**src/rtl/mdu_controller.sv**
```systemverilog
// mdu_controller: iterative MIPS32 HI/LO multiply/divide sequencer; MDU_EARLY_TERM_EN enables early multiply exit
module mdu_controller #(
  parameter int WIDTH = 32
) (
  input  logic             clk,
  input  logic             rst,
  input  logic             start_e,
  input  logic [1:0]       md_op_e,
  input  logic [WIDTH-1:0] src_a_e,
  input  logic [WIDTH-1:0] src_b_e,
  input  logic             mf_hilo_d,
  input  logic             mthi_e,
  input  logic             mtlo_e,
  input  logic [WIDTH-1:0] mt_data_e,
  output logic [WIDTH-1:0] hi,
  output logic [WIDTH-1:0] lo,
  output logic             busy,
  output logic             stall_md,
  output logic             done,
  output logic             div0
);
  localparam int CW = $clog2(WIDTH + 1);
  localparam logic [1:0] IDLE = 2'd0, CALC = 2'd1, FIX = 2'd2;
  logic [1:0]         state;
  logic [CW-1:0]      cnt;
  logic               is_div, neg_res, neg_rem, dz, sa, sb, last;
  logic [WIDTH-1:0]   mag_a, mag_b, mq, rem, raw_a, abs_a, abs_b, quo, rmd;
  logic [2*WIDTH:0]   acc, sum;
  logic [WIDTH:0]     r_sh, diff;
  logic [2*WIDTH-1:0] prod, prod_s;
  always_comb begin
    sa = !md_op_e[0] && src_a_e[WIDTH-1];
    sb = !md_op_e[0] && src_b_e[WIDTH-1];
    abs_a = sa ? -src_a_e : src_a_e;
    abs_b = sb ? -src_b_e : src_b_e;
    sum = acc + (mq[0] ? {1'b0, mag_a, {WIDTH{1'b0}}} : '0);
    r_sh = {rem, mq[WIDTH-1]};
    diff = r_sh - {1'b0, mag_b};
`ifdef MDU_EARLY_TERM_EN
    // cnt holds the shifts skipped by an early exit; zero after a full run
    prod = acc[2*WIDTH-1:0] >> cnt;
    last = cnt == CW'(1) || (!is_div && mq[WIDTH-1:1] == '0);
`else
    prod = acc[2*WIDTH-1:0];
    last = cnt == CW'(1);
`endif
    prod_s = neg_res ? -prod : prod;
    quo = neg_res ? -mq : mq;
    rmd = neg_rem ? -rem : rem;
  end
  assign busy = state != IDLE;
  assign stall_md = busy && (mf_hilo_d || start_e || mthi_e || mtlo_e);
  always_ff @(posedge clk) begin
    if (rst) begin
      state <= IDLE;
      cnt <= '0;
      hi <= '0;
      lo <= '0;
      done <= 1'b0;
      div0 <= 1'b0;
      is_div <= 1'b0;
      neg_res <= 1'b0;
      neg_rem <= 1'b0;
      dz <= 1'b0;
      mag_a <= '0;
      mag_b <= '0;
      raw_a <= '0;
      mq <= '0;
      rem <= '0;
      acc <= '0;
    end else begin
      done <= 1'b0;
      div0 <= 1'b0;
      case (state)
        IDLE: begin
          if (start_e) begin
            mag_a <= abs_a;
            mag_b <= abs_b;
            raw_a <= src_a_e;
            neg_res <= sa ^ sb;
            neg_rem <= sa;
            is_div <= md_op_e[1];
            dz <= src_b_e == '0;
            mq <= md_op_e[1] ? abs_a : abs_b;
            rem <= '0;
            acc <= '0;
            cnt <= CW'(WIDTH);
            state <= CALC;
          end else begin
            if (mthi_e) hi <= mt_data_e;
            if (mtlo_e) lo <= mt_data_e;
          end
        end
        CALC: begin
          cnt <= cnt - 1'b1;
          if (is_div) begin
            rem <= diff[WIDTH] ? r_sh[WIDTH-1:0] : diff[WIDTH-1:0];
            mq <= {mq[WIDTH-2:0], ~diff[WIDTH]};
          end else begin
            acc <= sum >> 1;
            mq <= mq >> 1;
          end
          if (last) state <= FIX;
        end
        FIX: begin
          hi <= is_div ? (dz ? raw_a : rmd) : prod_s[2*WIDTH-1:WIDTH];
          lo <= is_div ? (dz ? '1 : quo) : prod_s[WIDTH-1:0];
          done <= 1'b1;
          div0 <= is_div && dz;
          state <= IDLE;
        end
        default: state <= IDLE;
      endcase
    end
  end
endmodule

```
**config.mk**
```make
export PLATFORM = sky130hd
export DESIGN_NAME = mdu_controller
export DESIGN_NICKNAME = d
export VERILOG_FILES = /design/src/rtl/mdu_controller.sv
export SDC_FILE = /design/constraint.sdc
export NUM_CORES = 1
export LEC_CHECK = 0
export CORE_AREA = 2 2 183 256
export DETAILED_ROUTE_END_ITERATION = 8
export DIE_AREA = 0 0 185 258
export PLACE_DENSITY = 0.67
export SYNTH_ARGS = -nofsm -noshare
export SYNTH_HDL_FRONTEND = slang
export SYNTH_SLANG_ARGS = --single-unit
```
**constraint.sdc**
```tcl
create_clock -name clk -period 3.52 [get_ports clk]
set_clock_uncertainty 0.2 [all_clocks]
set_input_delay 0.528 -clock clk [delete_from_list [all_inputs] [get_ports clk]]
set_output_delay 0.528 -clock clk [all_outputs]
set_load 0.05 [all_outputs]
```
-- Word-level counts from Yosys, hierarchy flattened
Cells that the tools add are included.
- flip-flop bits (word level): 303
- logic and storage cells: 91
- input port bits: 104
- equality and inequality tests: 10
- $add $sub $neg: 8
- reduce and logical (&&, ||, !) cells: 21
- bitwise logic cells: 3
- multiplexer cells: 33
- operators with widths (operator ; count):
    $mux W32 ; 18
    $pmux W32 S2 ; 4
    $mux W65 ; 2
    $pmux W65 S2 ; 1
    $mux W64 ; 2
    $neg A32 Y32 ; 4
    $add A65 B64 Y65 ; 1
    $neg A64 Y64 ; 1
    $sub A33 B32 Y33 ; 1
    $logic_not A32 Y1 ; 1
    $ne A2 B2 Y1 const B ; 7
    $pmux W6 S2 ; 1
    $reduce_and A3 Y1 ; 4
    $eq A6 B1 Y1 const B ; 1
    $mux W6 ; 1
    $reduce_and A2 Y1 ; 3
    $reduce_bool A2 Y1 ; 3
    $sub A6 B1 Y6 const B ; 1
    $logic_and A1 B1 Y1 ; 4
    $mux W2 ; 2
    $pmux W2 S2 ; 1
    $logic_or A1 B1 Y1 ; 3
    $eq A2 B1 Y1 const B ; 1
    $eq A2 B2 Y1 const B ; 1
    6 further kinds ; 7

-- Depth between registers and ports, before layout
- depth after elaboration: 6
- gate-level depth with buffers: 15
- gate-level depth less buffers: 13

-- Least setup slack after synthesis
No wires, ideal clock.
- path kind: reg-to-reg
- start point: reg mq[0]
- end point: reg acc[62]
- path slack: -9 ps
- cell stages (with the launch flop): 14
- arrival: 3211 ps
- path buffers: 2
- library setup time: 117 ps
- cells stage by stage: dfxtp_1 > clkbuf_1 > clkbuf_1 > and2_1 > ha_1 > a21o_1 > a21o_1 > a221o_1 > o21ai_0 > a31oi_1 > o21a_1 > o311a_1 > or3_1 > a32o_1
- word-level cells in the longest chain between the ends: 4
- RTL lines (element ; RTL line ; RTL):
    start, declared ; 27 ; logic [WIDTH-1:0] mag_a, mag_b, mq, rem, raw_a, abs_a, abs_b, quo, rmd;
    start signal, assigned ; 84 ; mq <= md_op_e[1] ? abs_a : abs_b;
    start signal, assigned ; 98 ; mq <= {mq[WIDTH-2:0], ~diff[WIDTH]};
    start signal, assigned ; 101 ; mq <= mq >> 1;
    $mux W64 ; 36 ; sum = acc + (mq[0] ? {1'b0, mag_a, {WIDTH{1'b0}}} : '0);
    $add A65 B64 Y65 ; 36 ;
    $mux W65 ; 96 ; if (is_div) begin
    $pmux W65 S2 ; 74 ; case (state)
    end signal, assigned ; 100 ; acc <= sum >> 1;
    end, declared ; 28 ; logic [2*WIDTH:0] acc, sum;
Every way passes these cells. The select of a mux whose other input is x is not followed.
A chain may end at the register's enable or synchronous reset.

-- Final worst setup path
Ends and elaborated chain as after synthesis.

==> results.cfg <==
[run_status]
outcome = finished, final reports clean

[final_layout]
fillCellCount = 4365
final_cell_mix = nor2_1 (298), dfxtp_1 (298), nand2_1 (267)
area_growth_pct = 23.8
final_cell_area_sq_um = 25100
num-nets-final = 3060
drive_gt1_frac = 0.109

[yosys]
async_flop_share = 0
yosys_warnings = 0
synth_cell_type_count = 77
synth_edf_count = 0
ys_seq_area_frac = 0.298
ys_seq_elements = 301
muxShareOfSynthArea = 0.0339
synth_compound_area_frac = 0.271
synthCells = 2663
syn_nets = 2840
synthesis.area_sq_um = 20200
synthSimpleGateAreaFrac = 0.209
synth_fa_ha_area_frac = 0.0459
synth_top_area_frac = 0.298
synth_area_leaders = dfxtp_1 (30%), nor2_1 (5.6%), a21oi_1 (5.5%)
ys.flop_type = dfxtp_1
synthXorXnorAreaFrac = 0.0939
synth_top_family_by_area = compound AO/OA/AOI/OAI gates
syn_avg_cell_area_sq_um = 7.60
yosys.area.top_type = dfxtp_1

[setup_path]
crit_path_start_kind = flop
r2r-start = mq[0]$_SDFFE_PP0P_
critical_path_class = reg2reg
worst_ep_arrival_time_ns = 3.64
ff2ff_setup_slack_ns = 0.12
cpMaxStageDelayCell = a221o_1
path_delay_family = compound AO/OA/AOI/OAI gates
path_common_cell = a21o_1
cp_num_buf_inv = 1
crit_cells = 12
reg2reg_to = acc[62]$_SDFFE_PP0P_
setup.worst_path.start = mq[0]$_SDFFE_PP0P_
cpPeakStageDelay_ns = 0.42
cp_max_fo = 7
path_cells = buf_4 > and2_1 > ha_1 > a21o_1 > a21o_1 > a221o_1 > o21ai_1 > a31oi_1 > o21a_1 > o311a_1 > or3_1 > a32o_1
end_kind = flop
r2r.worst_path.cells = 12
cp.required_ns = 3.76

[cts]
clk_pin_slew_ns = 0.06
insertion_delay_ns = 0.55
ctsResizeCount = 0
htreeDepth = 2
cts_tree = yes
postCtsSetupBuffers = 0
clock-sinks = 301
cts_buffers = 36
hold_buffers = 0
clockBufferDepth = 3
cts-root-buf = clkbuf_16

[power]
total_power_mw = 10.2
p_leak_nw = 9.96
power_density_nw_per_um2 = 409
ir_drop_mv = 0.304

[timing]
rsz0062_at_grt = true
slew_headroom = 0.203
fin_crit_ns = 3.40
drv_slew = 0
fin_crit_sh = 0.966
max_slew.worst_pin.slew_ns = 1.18
hold_ws_ns = 0.157
setup_viol = 0
hold_violations = 0
fmax_mhz = 294

[place]
place_area_sq_um = 23700
port_buffers = 171
dp_hpwl_mm = 65.3
routabilityCongestion = 1.01

[floorplanning]
die_w_um = 185
fp-row-count = 93
dieHeight_um = 258
dieArea_sq_um = 47700
core_sq_um = 45600
start_util = 0.444
num_io_pins = 172

[global_route]
grt-ovfl-total = 0
grt_util_all_layers = 0.341
grt_max_degree = 75
grt_pass1_wl_mm = 124
grt_pass1_vias = 20700
antenna_found_initial = 3

[routing]
via_count = 21700
drt_wl_total_mm = 83.2
first_iter_violations = 2228
viasPerCell = 6.16
routedWlPerCell_um = 23.6
drc = 0
drt_pre_antenna_iters = 6
antenna_left = 0

[worst_hold_path]
min_to = raw_a[22]$_SDFFE_PP0P_
min_from = rst
min_delay_path_depth = 2
hold_class = in2reg

[flow_run]
maxCapViolCount = 0
[cells in the mapped netlist, drive strengths merged, types with 20 or more instances]
cell type / instances
nor3: 61
buf: 37
a21oi: 221
mux2i: 64
nor2b: 20
xor2: 101
nand2b: 24
a22oi: 49
ha: 71
o21ai: 180
clkbuf: 158
inv: 62
a211oi: 109
xnor2: 116
o221ai: 22
o41ai: 28
or4: 25
a21o: 33
nand3: 35
or3: 36
nor4: 23
dfxtp: 301
nand2: 268
nor2: 303
and2: 48
a311oi: 20
o31ai: 41
[layer usage]
metal	wire length, um	track usage	part of all wire
met1	32100	0.419	0.39
met2	38000	0.547	0.46
met3	6430	0.0502	0.077
met4	6660	0.238	0.080
met5	13	0	0.00016
[cell families (layout without fill, tap and decap cells)]
| group | count (synthesis) | in the layout |
|---|---|---|
| AOI/OAI and AO/OA | 839 | 839 |
| xor gates and xnor gates | 217 | 217 |
| adders and majority gates | 73 | 73 |
| buffers and inverters | 257 | 501 |
| DFF | 301 | 301 |
| muxes | 68 | 68 |
| other | 0 | 2 |
| and+or+nand+nor | 908 | 908 |
[state kept, by name, indices dropped and copies added, names as in the netlist]
register	count
state	2
cnt	6
mq	32
rem	32
mag_b	32
mag_a	32
neg_rem	1
div0	1
dz	1
is_div	1
hi	32
neg_res	1
lo	32
done	1
raw_a	31
acc	64
[how the worst max path moves through the flow]
stage                                 endpoint  slack (ns)
final                     acc[62]$_SDFFE_PP0P_        0.12
after global routing      acc[57]$_SDFFE_PP0P_       -0.03
after CTS                 acc[57]$_SDFFE_PP0P_        0.03
after detailed placement   mq[28]$_SDFFE_PP0P_       -0.01
after global placement     mq[30]$_SDFFE_PP0P_       -0.02
after floorplan           acc[62]$_SDFFE_PP0P_        0.07
[per-stage QoR]
stage | setup slack, ns | util | std cells | setup TNS, ns
3_5_place_dp | -0.0144 | 0.520 | 3462 | -0.0306
4_1_cts | 0.0329 | 0.549 | 3524 | 0
6_report | 0.118 | 0.549 | 3526 | 0
2_1_floorplan | 0.0724 | - | 2663 | 0
3_3_place_gp | -0.0228 | 0.520 | 3462 | -0.0282
5_1_grt | -0.0267 | 0.549 | 3524 | -0.0267
[where the power goes]
part           internal [mW]  total [mW]  switching, mW
clock                   2.52        4.13           1.61
sequential              3.61        3.84          0.224
combinational          0.867        2.28           1.41
total                   7.00        10.2           3.25
[worst register-to-register path: stages, from the launching register on]
cell and delay (ns):
dfxtp_2 0.34, buf_4 0.15, and2_1 0.15, ha_1 0.19, a21o_1 0.15, a21o_1 0.18, a221o_1 0.42, o21ai_1 0.29
a31oi_1 0.15, o21a_1 0.21, o311a_1 0.29, or3_1 0.30, a32o_1 0.24
[cell type report]
cell class	count	area, sq um	share of cell area
diodes	2	5.00	0.000200
multi-input cells	2105	13300	0.532
clock inverters	14	220	0.00879
flip-flops and latches	301	6030	0.241
inverters	62	233	0.00929
clock buffers	48	1080	0.0430
repair buffers	377	3380	0.135
well taps	617	772	0.0308
No activity file was read; power rests on OpenSTA's default activity.
